### config.mk
export PLATFORM = sky130hd
export DESIGN_NAME = complex_fu_wb_pipe
export DESIGN_NICKNAME = d
export VERILOG_FILES = /design/src/rtl/complex_fu_wb_pipe_pkg.sv /design/src/rtl/complex_fu_wb_pipe_stage.sv /design/src/rtl/complex_fu_wb_pipe.sv
export SDC_FILE = /design/constraint.sdc
export NUM_CORES = 1
export LEC_CHECK = 0
export ABC_CLOCK_PERIOD_IN_PS = 2000
export BUFFER_PORTS_ARGS = -buffer_cell sky130_fd_sc_hd__buf_2
export CAP_MARGIN = 20
export CORE_ASPECT_RATIO = 1.75
export CORE_MARGIN = 10
export CORE_UTILIZATION = 60
export DETAILED_ROUTE_END_ITERATION = 8
export PLACE_DENSITY = 0.9
export SKIP_LAST_GASP = 1
export SYNTH_ARGS = -nofsm -noshare
export SYNTH_HDL_FRONTEND = slang
export SYNTH_HIERARCHICAL = 1
export SYNTH_SLANG_ARGS = --single-unit
### constraint.sdc
create_clock -name clk -period 2 [get_ports clk]
set_input_delay 0.1 -clock clk [delete_from_list [all_inputs] [get_ports clk]]
set_output_delay 0.1 -clock clk [all_outputs]
set_load 0.02 [all_outputs]
### src/rtl/complex_fu_wb_pipe_pkg.sv
// complex_fu_wb_pipe_pkg: shared ALU/writeback widths, execution flag bit positions and the writeback packet type
package complex_fu_wb_pipe_pkg;
  localparam int DATA_W_DEF = 32;
  localparam int FLAG_W_DEF = 6;
  localparam int TAG_W_DEF = 7;
  localparam int ALID_W_DEF = 7;
  localparam int FLAG_EXECUTED = 0;
  localparam int FLAG_EXCEPTION = 1;
  localparam int FLAG_MISPREDICT = 2;
  typedef struct packed {
    logic [2*DATA_W_DEF-1:0] result;
    logic [FLAG_W_DEF-1:0] flags;
    logic [TAG_W_DEF-1:0] tag;
    logic [ALID_W_DEF-1:0] alid;
  } wb_pkt_t;
endpackage

### src/rtl/complex_fu_wb_pipe_stage.sv
// complex_fu_wb_pipe_stage: one pipe slot {v, pkt}; clr beats ld_in beats ld_prev, otherwise hold
module complex_fu_wb_pipe_stage #(
  parameter int W = 1
) (
  input  logic         clk,
  input  logic         reset_n,
  input  logic         clr,
  input  logic         ld_in,
  input  logic         ld_prev,
  input  logic         prev_v,
  input  logic [W-1:0] prev_pkt,
  input  logic [W-1:0] in_pkt,
  output logic         v,
  output logic [W-1:0] pkt
);
  always_ff @(posedge clk or negedge reset_n)
    if (!reset_n) begin
      v <= 1'b0;
      pkt <= '0;
    end else if (clr) v <= 1'b0;
    else if (ld_in) begin
      v <= 1'b1;
      pkt <= in_pkt;
    end else if (ld_prev) begin
      v <= prev_v;
      pkt <= prev_pkt;
    end
endmodule

### src/rtl/complex_fu_wb_pipe.sv
// complex_fu_wb_pipe: fixed-latency mul/div writeback pipe; valid/ready in (ALU) and out (writeback), flush kills all in-flight packets
module complex_fu_wb_pipe import complex_fu_wb_pipe_pkg::*; #(
  parameter int DATA_W = DATA_W_DEF,
  parameter int FLAG_W = FLAG_W_DEF,
  parameter int TAG_W = TAG_W_DEF,
  parameter int ALID_W = ALID_W_DEF,
  parameter int MUL_LAT = 3,
  parameter int DIV_LAT = 8
) (
  input  logic                clk,
  input  logic                reset_n,
  input  logic                valid_i,
  input  logic                is_div_i,
  input  logic [2*DATA_W-1:0] result_i,
  input  logic [FLAG_W-1:0]   flags_i,
  input  logic [TAG_W-1:0]    tag_i,
  input  logic [ALID_W-1:0]   alid_i,
  output logic                ready_o,
  input  logic                flush_i,
  output logic                valid_o,
  output logic [2*DATA_W-1:0] result_o,
  output logic [FLAG_W-1:0]   flags_o,
  output logic [TAG_W-1:0]    tag_o,
  output logic [ALID_W-1:0]   alid_o,
  input  logic                wb_ready_i,
  output logic                busy_o
);
  localparam int PKT_W = 2*DATA_W + FLAG_W + TAG_W + ALID_W;
  localparam int K = DIV_LAT - MUL_LAT + 1;
  logic [DIV_LAT:0] v;
  logic [PKT_W-1:0] pkt [DIV_LAT+1];
  logic [PKT_W-1:0] in_pkt;
  logic adv, acc;
  assign v[0] = 1'b0;
  assign pkt[0] = '0;
  assign in_pkt = {result_i, flags_i, tag_i, alid_i};
  assign adv = !v[DIV_LAT] | wb_ready_i;
  // a multiply lands in s[K] and would overwrite whatever shifts in from s[K-1]
  assign ready_o = adv & (is_div_i | !v[K-1]);
  assign acc = valid_i & ready_o;
  for (genvar k = 1; k <= DIV_LAT; k++) begin : g_stage
    complex_fu_wb_pipe_stage #(.W(PKT_W)) u_stage (
      .clk      (clk),
      .reset_n  (reset_n),
      .clr      (flush_i),
      .ld_in    (acc & (is_div_i ? k == 1 : k == K)),
      .ld_prev  (adv),
      .prev_v   (v[k-1]),
      .prev_pkt (pkt[k-1]),
      .in_pkt   (in_pkt),
      .v        (v[k]),
      .pkt      (pkt[k])
    );
  end
  assign valid_o = v[DIV_LAT];
  assign {result_o, flags_o, tag_o, alid_o} = pkt[DIV_LAT];
  assign busy_o = |v[DIV_LAT:1];
endmodule

### After elaboration in Yosys (flattened, before gate mapping)

Cells that the tools add are included.

| storage, ports and cells | value |
|---|---|
| flip-flop bits (word level) | 680 |
| bits in latches | 0 |
| RAM bits | 0 |
| bits in read-only memories | 0 |
| bits of input ports | 90 |
| memories | 0 |

| operators by class | value |
|---|---|
| add/subtract/negate cells | 0 |
| multiply operators | 0 |
| divide/modulo/power cells | 0 |
| $lt $le $gt $ge | 0 |
| equality and inequality tests | 0 |
| shifts and indexed selects | 0 |
| muxes and demuxes | 24 |
| bitwise gates (word level) | 7 |
| reductions and logical operators | 11 |

Operator list:

| operator | count |
|---|---|
| $mux W84 | 4 |
| $mux W1 | 20 |
| $reduce_or A8 Y1 | 1 |
| $reduce_and A2 Y1 | 3 |
| $reduce_bool A2 Y1 | 3 |
| $reduce_bool A3 Y1 | 2 |
| $and A1 B1 Y1 | 4 |
| $logic_not A1 Y1 | 2 |
| $or A1 B1 Y1 | 2 |
| $not A1 Y1 | 1 |

### Depth between registers and ports, before layout

| logic depth | value |
|---|---|
| depth after elaboration | 7 |
| mapped depth | 9 |

### By module

The synthesis kept the hierarchy.

Modules (own cells, without submodules):

| module | instances | cells each | area an instance (µm²) | sequential area each (µm²) |
|---|---|---|---|---|
| complex_fu_wb_pipe_stage | 8 | 390 | 3997.6 | 2127.0 |
| complex_fu_wb_pipe | 1 | 10 | 67.6 | 0.0 |

### Least setup slack after synthesis

Ideal clock, no wire load.

| timing | value |
|---|---|
| path type | register to register |
| start point | register g_stage[8].u_stage.v |
| end point | register g_stage[1].u_stage.pkt[18] |
| library setup time | 0.126 ns |
| data arrival time | 1.872 ns |
| data required time | 1.874 ns |
| slack | 0.002 ns |
| stages on the path, launching flop included | 10 |
| buffers on the path | 3 |
| period minus slack after synthesis | 1.998 ns |
| path through | dfrtp_1 > nor2b_4 > inv_2 > and3_1 > buf_2 > or2_1 > buf_6 > buf_6 > o32ai_1 > nor2_1 |

| on the way | value |
|---|---|
| cells in the longest elaborated chain, start to end | 7 |
| elaborated cells on any way between the ends | 8 |
| those cells by class | mux: 1; bitwise: 4; reduce/logical: 3 |

Ends and longest elaborated chain:

| item | RTL line | text |
|---|---|---|
| from (decl) | complex_fu_wb_pipe_stage.sv:13 | `output logic v,` |
| from (signal assigned) | complex_fu_wb_pipe_stage.sv:25 | `v <= prev_v;` |
| $logic_not A1 Y1 * | complex_fu_wb_pipe.sv:37 | `assign adv = !v[DIV_LAT] \| wb_ready_i;` |
| $or A1 B1 Y1 * | complex_fu_wb_pipe.sv:37 |  |
| net adv | complex_fu_wb_pipe.sv:33 | `logic adv, acc;` |
| $and A1 B1 Y1 | complex_fu_wb_pipe.sv:39 | `assign ready_o = adv & (is_div_i \| !v[K-1]);` |
| $and A1 B1 Y1 | complex_fu_wb_pipe.sv:40 | `assign acc = valid_i & ready_o;` |
| $and A1 B1 Y1 | complex_fu_wb_pipe.sv:46 | `.ld_in (acc & (is_div_i ? k == 1 : k == K)),` |
| $reduce_bool A2 Y1 (no source line) | - |  |
| $reduce_and A2 Y1 (no source line) | - |  |
| to (signal assigned) | complex_fu_wb_pipe_stage.sv:23 | `pkt <= in_pkt;` |
| to (signal assigned) | complex_fu_wb_pipe_stage.sv:26 | `pkt <= prev_pkt;` |
| to (decl) | complex_fu_wb_pipe_stage.sv:14 | `output logic [W-1:0] pkt` |

The timed path passes the listed nets; every way through them passes the cells marked *.
A chain may end at the register's enable or synchronous reset.

### Worst setup path in the final report

| timing | value |
|---|---|
| start point | register g_stage[5].u_stage.v |
| end point | output port busy_o |

| on the way | value |
|---|---|
| cells in the longest elaborated chain, start to end | 1 |

Ends and longest elaborated chain:

| item | RTL line | text |
|---|---|---|
| from (decl) | complex_fu_wb_pipe_stage.sv:13 |  |
| from (signal assigned) | complex_fu_wb_pipe_stage.sv:25 |  |
| $reduce_or A8 Y1 | complex_fu_wb_pipe.sv:57 | `assign busy_o = \|v[DIV_LAT:1];` |
| to (decl) | complex_fu_wb_pipe.sv:26 | `output logic busy_o` |

No other way between the ends.

==> impl_results.md <==
- Status: finished, violations left
- Violated checks: max-slew violations
- Synth top area share: 53.10%
- Critical Setup Path Class: register to primary output
- Leakage: approximately 13 nW
- Max-slew headroom: -204.6%
- Num CTS Buffers: 59
- CP arrival: 1.84 ns
- R2R depth: 7
- Worst EP required: 1.90 ns
- Area leader, netlist: dfrtp_1
- Die area: 0.06342 sq mm
- P per Cell Area: 1024 mW/mm^2
- Seq pwr share: 49.1%
- Peak supply drop: 0.9035 mV
- Mux contribution to synthesized area: 0%
- Crit path launch type: register
- Post-synth cell types: 20
- Worst min-delay path class: primary input to asynchronous set/reset pin
- Fmax achieved: between 0.5 and 0.6 GHz
- XOR/XNOR Fraction of Synth Area: 0%
- Die span in y: 325.7 um
- Final WL: 113200 um
- Hold WS: 0.04909 ns
- Most instantiated cells after synthesis: 680 x dfrtp_1, 680 x nor2_1, 672 x o22ai_1, 672 x o32ai_1, 184 x buf_2
- Vias in the first global route: about 33k
- Post-route DRC: 0
- Logic pwr share: 18.0%
- NumNets Final: 3352
- I/O pins: 177
- Via count: 32.06k
- Synth Warn #: 6
- Share of flip-flops with an asynchronous set or reset: 100.0%
- Post-Synth Simple-Gate Area: 8.749%
- Largest family of logic cells by synthesized area: compound AO/OA/AOI/OAI gates
- GRT Resource Usage Total: approximately 34%
- Longest Clk Path Bufs: 3
- Row count: 112
- Layout cells sized above 1: a little under an eighth
- Syn avg cell area: 10.24 sq um
- Reg2Reg Setup Slack: 0.07 ns
- Sw Share: 31.33%
- CTS Sinks: 680
- Worst R2R Start: g_stage[8].u_stage/v
- Leading post-synthesis cells by cell area: dfrtp_1 53%, o32ai_1 18%, o22ai_1 13%
- Number of flops mapped to enable cells by yosys: 0
- Die width: 194.7 um
- Sum of negative setup slack: 0 ns
- Cell Area, Placed: about 0.033 sq mm
- Ys flop type: dfrtp_1
- WL/cell: 28.37 um
- Vias per cell: roughly 8.0
- Fillers: 3699
- Antenna violations before repair: 1
- RSZ-0062 raised after global routing: false
- Multi-input gate area: 0.01340 sq mm
- Final Hold Vio Count: 0
- Fin crit share: 97.04%
- Antenna Nets Post-Route: 0
- Synthesis-to-finish area growth: 13.07%
- Storage cell area: 0.01702 sq mm
- Adder-Cell Fraction of Synth Area: 0%
- Placed wire-length estimate: 61620 um
- Post-synthesis compound-gate area fraction: a little under a third
- Iter 0 DRT Violations: 5653
- CTS root buf: clkbuf_16
- Clk slew on worst S/H paths: 0.07 ns
- Clk_skew: around 0.024 ns
- R2R Path End: g_stage[2].u_stage/pkt[37]
- Min Tclk post-route: just under 2 ns
- Sequential-to-total area share from yosys stat: between 50% and 60%
- Final setup vio count: 0
- Worst Setup End Kind: primary output
- Clock Power Share: 32.9%
- H-tree Lvls: 2
- Grt total ovfl: 0
- Internal: 25.47 mW
- Largest net degree at the start of global routing: 88
- Crit-path max FO: 4
- Slew Viols, Final: roughly 500
- Input/output buffers: about 180
- Starting density of the core: 60.34%
- Post-Place Worst Slack: between 0.07 and 0.08 ns
- Net switching power: 11.62 mW
- RD Place Congestion: 0.8869
- Clock Latency Late Sink: 0.64 ns
- Yosys reg bits: 680
- DR pass1 iterations: 7
- Cell Area, Synth: 0.03205 sq mm
- Core ar.: 0.05311 sq mm
- Post-route cell area: 0.03624 sq mm
- Syn Inst Count: ~3.1k
- CTS tree: yes
- Global-route wire length before repair: 176800 um
- Setup ws final: 0.05914 ns
- Max_cap viols: 0
- Slew @ Worst Pin: between 4 and 5 ns
==> state kept, by name (all words and copies together), names as in the netlist <==
register	cells
g_stage.u_stage/pkt	672
g_stage.u_stage/v	8
==> critical path, stage by stage (launching register included) <==
cell and delay [ns]:
dfrtp_1 0.40, buf_4 0.16, nor4_2 0.31, nand2_1 0.16, buf_2 0.20
==> power by group through the flow <==
stage	logic [mW]	clock network, mW	registers [mW]
final	6.67	12.2	18.2
after global routing	7.17	12.8	18.4
after CTS	6.28	12.2	18.0
after detailed placement	6.08	0	18.2
after global placement	5.81	0	18.1
after floorplan	3.91	0	18.0
==> cells by family after synthesis <==
family,count (synthesis)
AO/OA/AOI/OAI,1353
flip-flops,680
other,1
AND/OR/NAND/NOR,718
buffers and inverters,378
==> routing by layer <==
metal  wire length, um  GRT usage (%)
met1             36460          38.54
met3             13990          7.796
met2             54450          56.25
met4              8357          23.29
met5                 0              0
==> final cells by class <==
cell class / count / share of cell area (%)
multi-input combinational: 2162 / 36.98
timing repair buffer: 349 / 7.994
inverter: 10 / 0.1036
clock buffer: 78 / 4.603
clock inverter: 27 / 0.9806
sequential: 680 / 46.96
tap: 684 / 2.362
antenna: 2 / 0.01381
==> stage by stage <==
| stage | utilization, % | instances | power [mW] |
|---|---|---|---|
| floorplan | - | 3220 | 21.88 |
| global placement | 62.74 | 3798 | 23.91 |
| detailed placement | 62.74 | 3798 | 24.33 |
| CTS | 68.18 | 3989 | 36.49 |
| global route | 68.22 | 3991 | 38.29 |
| finish | 68.23 | 3992 | 37.09 |
==> worst max path at each step <==
| stage | start | end | slack (ns) |
|---|---|---|---|
| CTS | g_stage[5].u_stage/v | busy_o | 0.01 |
| finish | g_stage[5].u_stage/v | busy_o | 0.06 |
| global placement | g_stage[8].u_stage/v | g_stage[1].u_stage/pkt[69] | 0.20 |
| floorplan | g_stage[8].u_stage/v | g_stage[1].u_stage/pkt[18] | 0.002 |
| detailed placement | g_stage[8].u_stage/v | g_stage[1].u_stage/pkt[37] | 0.08 |
| global route | g_stage[8].u_stage/v | g_stage[1].u_stage/pkt[53] | 0.003 |
==> placed cells by master (no fill, tap or decap) <==
master,count
a211oi_1,8
a21oi_1,1
and3_2,1
buf_12,39
buf_2,175
buf_4,47
buf_6,1
buf_8,1
bufinv_16,8
clkbuf_1,7
clkbuf_16,59
clkbuf_8,12
clkinv_2,13
clkinv_4,3
clkinvlp_4,2
conb_1,91
dfrtp_1,680
diode_2,2
dlygate4sd3_1,86
inv_1,1
inv_2,9
inv_6,1
nand2_1,1
nand2b_1,6
nand2b_4,10
nor2_1,680
nor2b_1,8
nor2b_4,1
nor4_1,1
nor4_2,1
nor4b_4,1
o22ai_1,672
o32ai_1,671
o32ai_2,1
or2_2,7
or2_4,1
==> what timing repair did <==
item,CTS,global route
setup buffers,0,1
endpoints found under the hold margin,851,0
hold buffers,86,0
setup endpoints to repair,1,7
gates resized for setup,1,2
No activity file was read; power rests on OpenSTA's default activity.
